==> src/rtl/cruzamento_pkg.sv <==
`default_nettype none
// ============================================================================
// cruzamento_pkg : state/phase encodings and parameter defaults for the
//                  two-road crossing controller (CRUZAMENTO_PED_EN adds WALK)
// Revision       : 1.0
// ============================================================================
package cruzamento_pkg;

    localparam int DEF_GREEN_MIN = 4;
    localparam int DEF_GREEN_MAX = 12;
    localparam int DEF_YELLOW_T  = 2;
    localparam int DEF_RED_T     = 1;
    localparam int DEF_WALK_T    = 6;
    localparam int DEF_CNT_W     = 4;

    // The enum values are the externally visible phase encodings.
    typedef enum logic [2:0] {
        A_GRN  = 3'd0,
        A_YLW  = 3'd1,
        RED_AB = 3'd2,
        B_GRN  = 3'd3,
        B_YLW  = 3'd4,
`ifdef CRUZAMENTO_PED_EN
        RED_BA = 3'd5,
        WALK   = 3'd6
`else
        RED_BA = 3'd5
`endif
    } state_t;

endpackage : cruzamento_pkg
`default_nettype wire

==> src/rtl/phase_timer.sv <==
`default_nettype none
// ============================================================================
// phase_timer : dwell counter; clears on request, counts up and saturates at
//               lim_i-1, flagging exp_o while it sits there
// Revision    : 1.0
// ============================================================================
module phase_timer
    import cruzamento_pkg::*;
#(
    parameter int CNT_W = DEF_CNT_W
) (
    input  logic             clk,
    input  logic             res,
    input  logic             clr_i,
    input  logic [CNT_W:0]   lim_i,
    output logic [CNT_W-1:0] cnt_o,
    output logic             exp_o
);

    logic [CNT_W-1:0] cnt_q;
    logic [CNT_W-1:0] cnt_d;
    logic [CNT_W:0]   last;

    // One extra bit so a dwell of exactly 2^CNT_W is still representable.
    assign last  = lim_i - (CNT_W+1)'(1);
    assign exp_o = ({1'b0, cnt_q} == last);
    assign cnt_o = cnt_q;

    always_comb begin
        cnt_d = cnt_q;
        if (clr_i) begin
            cnt_d = '0;
        end else if (!exp_o) begin
            cnt_d = cnt_q + CNT_W'(1);
        end
    end

    always_ff @(posedge clk) begin
        if (!res) begin
            cnt_q <= '0;
        end else begin
            cnt_q <= cnt_d;
        end
    end

endmodule : phase_timer
`default_nettype wire

==> src/rtl/cruzamento_ctrl.sv <==
`default_nettype none
// ============================================================================
// cruzamento_ctrl : Moore traffic-light controller for a main road A and a
//                   side road B; CRUZAMENTO_PED_EN adds a pedestrian WALK phase
// Revision        : 1.0
// ============================================================================
module cruzamento_ctrl
    import cruzamento_pkg::*;
#(
    parameter int GREEN_MIN = DEF_GREEN_MIN,
    parameter int GREEN_MAX = DEF_GREEN_MAX,
    parameter int YELLOW_T  = DEF_YELLOW_T,
    parameter int RED_T     = DEF_RED_T,
`ifdef CRUZAMENTO_PED_EN
    parameter int WALK_T    = DEF_WALK_T,
`endif
    parameter int CNT_W     = DEF_CNT_W
) (
    input  logic       clk,
    input  logic       res,
    input  logic       car_a,
    input  logic       car_b,
`ifdef CRUZAMENTO_PED_EN
    input  logic       ped_req,
    output logic       walk,
`endif
    output logic       grn_a,
    output logic       ylw_a,
    output logic       red_a,
    output logic       grn_b,
    output logic       ylw_b,
    output logic       red_b,
    output logic [2:0] phase
);

    localparam logic [CNT_W-1:0] GMIN_M1  = CNT_W'(GREEN_MIN - 1);
    localparam logic [CNT_W:0]   LIM_GMIN = (CNT_W+1)'(GREEN_MIN);
    localparam logic [CNT_W:0]   LIM_GMAX = (CNT_W+1)'(GREEN_MAX);
    localparam logic [CNT_W:0]   LIM_YLW  = (CNT_W+1)'(YELLOW_T);
    localparam logic [CNT_W:0]   LIM_RED  = (CNT_W+1)'(RED_T);

    state_t           state_q;
    state_t           state_d;
    logic [CNT_W:0]   lim;
    logic [CNT_W-1:0] cnt;
    logic             expired;
    logic             min_done;
    logic             ped_pend;

    phase_timer #(
        .CNT_W (CNT_W)
    ) u_timer (
        .clk   (clk),
        .res   (res),
        .clr_i (state_d != state_q),
        .lim_i (lim),
        .cnt_o (cnt),
        .exp_o (expired)
    );

    assign min_done = (cnt >= GMIN_M1);

`ifdef CRUZAMENTO_PED_EN
    localparam logic [CNT_W:0] LIM_WALK = (CNT_W+1)'(WALK_T);

    logic   ped_pend_q;
    state_t nxt_q;

    // Clearing on WALK entry wins over a request sampled on that same edge.
    always_ff @(posedge clk) begin
        if (!res) begin
            ped_pend_q <= 1'b0;
            nxt_q      <= B_GRN;
        end else begin
            if (state_d == WALK && state_q != WALK) begin
                ped_pend_q <= 1'b0;
            end else if (ped_req && state_q != WALK) begin
                ped_pend_q <= 1'b1;
            end
            if (state_q == RED_AB) begin
                nxt_q <= B_GRN;
            end else if (state_q == RED_BA) begin
                nxt_q <= A_GRN;
            end
        end
    end

    assign ped_pend = ped_pend_q;
    assign walk     = (state_q == WALK);
`else
    assign ped_pend = 1'b0;
`endif

    always_comb begin
        lim = LIM_RED;
        case (state_q)
            A_GRN:        lim = LIM_GMIN;
            B_GRN:        lim = LIM_GMAX;
            A_YLW, B_YLW: lim = LIM_YLW;
`ifdef CRUZAMENTO_PED_EN
            WALK:         lim = LIM_WALK;
`endif
            default:      lim = LIM_RED;
        endcase
    end

    always_comb begin
        state_d = state_q;
        case (state_q)
            A_GRN: begin
                if (min_done && (car_b || ped_pend)) state_d = A_YLW;
            end
            A_YLW: begin
                if (expired) state_d = RED_AB;
            end
            RED_AB: begin
                if (expired) begin
                    state_d = B_GRN;
`ifdef CRUZAMENTO_PED_EN
                    if (ped_pend) state_d = WALK;
`endif
                end
            end
            B_GRN: begin
                // With the timer limited to GREEN_MAX, expiry is the forced hand-back.
                if ((min_done && (!car_b || car_a || ped_pend)) || expired) state_d = B_YLW;
            end
            B_YLW: begin
                if (expired) state_d = RED_BA;
            end
            RED_BA: begin
                if (expired) begin
                    state_d = A_GRN;
`ifdef CRUZAMENTO_PED_EN
                    if (ped_pend) state_d = WALK;
`endif
                end
            end
`ifdef CRUZAMENTO_PED_EN
            WALK: begin
                if (expired) state_d = nxt_q;
            end
`endif
            default: state_d = A_GRN;
        endcase
    end

    always_ff @(posedge clk) begin
        if (!res) begin
            state_q <= A_GRN;
        end else begin
            state_q <= state_d;
        end
    end

    assign grn_a = (state_q == A_GRN);
    assign ylw_a = (state_q == A_YLW);
    assign red_a = !(grn_a || ylw_a);
    assign grn_b = (state_q == B_GRN);
    assign ylw_b = (state_q == B_YLW);
    assign red_b = !(grn_b || ylw_b);
    assign phase = state_q;

endmodule : cruzamento_ctrl
`default_nettype wire
==> config.mk <==
export PLATFORM = sky130hd
export DESIGN_NAME = cruzamento_ctrl
export DESIGN_NICKNAME = d
export VERILOG_FILES = /design/src/rtl/cruzamento_pkg.sv /design/src/rtl/phase_timer.sv /design/src/rtl/cruzamento_ctrl.sv
export SDC_FILE = /design/constraint.sdc
export NUM_CORES = 1
export LEC_CHECK = 0
export ABC_AREA = 1
export ABC_CLOCK_PERIOD_IN_PS = 1800
export CAP_MARGIN = 20
export CORE_AREA = 8 8 45 47
export CTS_CLUSTER_DIAMETER = 200
export CTS_CLUSTER_SIZE = 10
export DETAILED_ROUTE_END_ITERATION = 16
export DIE_AREA = 0 0 53 55
export PLACE_DENSITY = 0.82
export RECOVER_POWER = 25
export SETUP_SLACK_MARGIN = 0.1
export SYNTH_ARGS = -nofsm -noshare
export SYNTH_HDL_FRONTEND = slang
export SYNTH_SLANG_ARGS = --single-unit
==> constraint.sdc <==
create_clock -name clk -period 1.8 [get_ports clk]
set_input_delay 0.18 -clock clk [delete_from_list [all_inputs] [get_ports clk]]
set_output_delay 0.18 -clock clk [all_outputs]
set_load 0.02 [all_outputs]
==> results of run 1 <==
-- cell usage in the layout, fill, tap and decap left out --
cell type / n
clkbuf_4: 3
dlygate4sd2_1: 5
dfxtp_4: 3
inv_4: 1
nand2_2: 11
nand4_1: 2
clkdlybuf4s50_1: 6
nand2_1: 12
a21oi_1: 3
inv_6: 1
o21ai_0: 2
dfxtp_2: 2
buf_4: 10
inv_1: 14
nand3_2: 5
nor2_1: 13
dfxtp_1: 2
nand3_1: 3
xor2_1: 2
inv_2: 2
ha_2: 1
nand3_4: 2
o22ai_4: 1
nand2_4: 3
or2_4: 1
a21oi_4: 1
o21ai_2: 1
nor3_1: 1
clkbuf_1: 2
nor2_4: 3
a21oi_2: 1
-- where the power goes --
part	internal, mW	leakage, nW	total [mW]	switching, mW
Sequential	0.193	0.0601	0.242	0.0487
Combinational	0.200	0.358	0.521	0.321
Clock	0.0843	0.0150	0.138	0.0537
Total	0.478	0.433	0.901	0.423
-- cells by family after synthesis --
family	Yosys count	synth area share, %
compound gates	9	8.77
xor+xnor	2	3.07
fa+ha+maj	1	2.19
buf+inv	19	13.2
flops	7	24.6
simple gates	55	48.2
-- flip-flops by register name, indices dropped and copies added (netlist names) --
name	count
phase	3
u_timer.cnt_o	4
-- worst paths after layout --
kind	startpoint	end	slack, ns	depth (start not counted)
min reg2reg	u_timer.cnt_o[0]$_SDFFE_PP0N_	u_timer.cnt_o[0]$_SDFFE_PP0N_	0.55	3
max	phase[1]$_SDFF_PN0_	u_timer.cnt_o[2]$_SDFFE_PP0N_	0.08	14
max reg2reg	phase[1]$_SDFF_PN0_	u_timer.cnt_o[2]$_SDFFE_PP0N_	0.08	14
min	res	phase[0]$_SDFF_PN0_	0.54	3
-- final cells by class --
class | instances | area, sq um
timing repair buffer | 22 | 183
fill | 101 | 458
multi-input combinational | 68 | 468
sequential | 7 | 154
tap | 16 | 20.0
clock buffer | 4 | 26.3
inverter | 18 | 75.1
-- per-stage QoR --
stage	utilization, %	hold WS, ns	TNS [ns]
after floorplan	-	0.278	0
after detailed placement	51.7	0.575	0
after global placement	51.7	0.580	0
after global routing	66.9	0.541	-0.0371
final	66.9	0.539	0
after CTS	53.8	0.523	0
-- synthesized netlist by cell type --
cell type | n | area [sq um]
nand2_1 | 19 | 71.3
inv_1 | 16 | 60.1
nor2_1 | 13 | 48.8
nand3_1 | 8 | 40.0
dfxtp_1 | 7 | 140
nand2_2 | 5 | 31.3
a21oi_1 | 4 | 20.0
inv_2 | 2 | 7.51
nand3_2 | 2 | 20.0
nand4_1 | 2 | 12.5
nor2_4 | 2 | 22.5
o21ai_0 | 2 | 10.0
xor2_1 | 2 | 17.5
a21oi_2 | 1 | 8.76
buf_4 | 1 | 7.51
ha_1 | 1 | 12.5
nand2_4 | 1 | 11.3
nor2_2 | 1 | 6.26
nor3_1 | 1 | 5.00
o21ai_1 | 1 | 5.00
o22ai_1 | 1 | 6.26
or2_2 | 1 | 6.26
-- per-layer routing --
| layer | share of wire [%] | vias up |
|---|---|---|
| li1 | - | 348 |
| met1 | 41 | 333 |
| met2 | 52 | 34 |
| met3 | 5.3 | 4 |
| met4 | 1.9 | 0 |
| met5 | 0 | - |
-- worst max-delay path: cells and delay by family, from the launching register on --
| kind | cells | cell delay (ns) |
|---|---|---|
| flip-flops | 1 | 0.42 |
| buffers and inverters | 2 | 0.12 |
| AND/OR/NAND/NOR | 12 | 1.11 |
-- what timing repair did --
item | CTS | global route
cloned | 0 | 1
pin swaps | 0 | 10
setup buffers | 0 | 9
endpoints found under the setup margin | 9 | 5
gates resized for setup | 7 | 33
==> impl_metrics.ini, run 1 <==
[finish]
syn_to_final_growth_pct = 62.3
layoutNonFillerInstCount = 135
drive_gt1_share_pct = 43.7
fin_nets = 125
antenna_cells = 0
fin_area_sq_um = 926

[grt]
grt_pass1_wl_um = 1990
grtUsageMet2_pct = 18.4
grtUsageTotal_pct = 9.14
overflow = 0
grt_pass1_vias = 516
grtUsageMet1_pct = 7.94
antenna_found_initial = 0
grt_max_degree = 10
grt.busiest_layer = met2
grt_util_met3_pct = 0.802

[timing]
fmax_ghz = 0.583
worst_slew_pin_slew_ns = 0.375
slew_violations = 0
setup_violations = 0
rsz0062_at_grt = true
max_slew_margin_pct = 74.8
fin_crit_sh_pct = 95.3
hold_viol_final = 0
finalWorstSetupSlack_ns = 0.0845
clock_skew_ns = 0.00359
period_needed_ns = 1.72

[detailed_routing]
final_antenna_net_count = 0
via_per_inst = 5.33
drt_iter0_drc = 28
drc = 0
vias = 719
finalWirelength_um = 1980
wl_per_cell_um = 14.7
first_pass_iters = 4

[synth]
avgSynthCellArea_sq_um = 6.13
synth.distinct_cells = 22
ys_warn_count = 0
syn_nets = 98
synthesis.area_sq_um = 571
ys_ff_latch = 7
syn_inst = 93
yosysSeqAreaShare_pct = 24.6

[cts]
ctsRootBufferMaster = clkbuf_4
clock-sinks = 7
cts_tree = yes
clock_latency_ns = 0.25
path_clk_slew_ns = 0.05
cts_hold_buf = 0
htree_levels = 1
numCtsBuffers = 3
clock_path_buffers = 2

[placed_design]
gp_congestion = 0.831
placed_area_sq_um = 716
post-place-ws_ns = 0.0508
port_buffers = 12
placed_cells = 121
dp_hpwl_um = 1060

[min_path]
hp-class = in -> reg

[critical_path]
worstPathRequired_ns = 1.98
cpPeakStageDelay_ns = 0.42
endpoint_kind = register
arrival_ns = 1.90
crit_top_cell = nand2_2
critPathLaunchType = register
slowest_stage = dfxtp_4
worstPathCellList = inv_2 -> nand2_4 -> inv_2 -> nand2_2 -> nand3_2 -> nand2_2 -> nand2_4 -> nand2_2 -> nand2_2 -> nand3_2 -> nand2_1 -> nand2_1 -> nand2_2 -> nor2_1
worstPathMaxFanout = 8
crit_type = reg -> reg

[die]
die_x_um = 53
core_area_sq_um = 1380
die_area_sq_um = 2920
floorplan.initialDensity_pct = 41.2
die_y_um = 55
num_rows = 14
ios = 13

[job]
maxCapViolCount = 0

[run_status]
status = finished clean

[pwr]
power.density_nw_per_um2 = 973
power_mw = 0.901
vdd_drop_max_uv = 540
leakagePower_nw = 0.433
Note: power is estimated with default switching activity, not from simulation.
==> inputs of run 2 (changes only) <==
- SLEW_MARGIN: not set -> 20
==> results of run 2 <==
No change in the layout: final DEF, timing and power equal those of run 1.
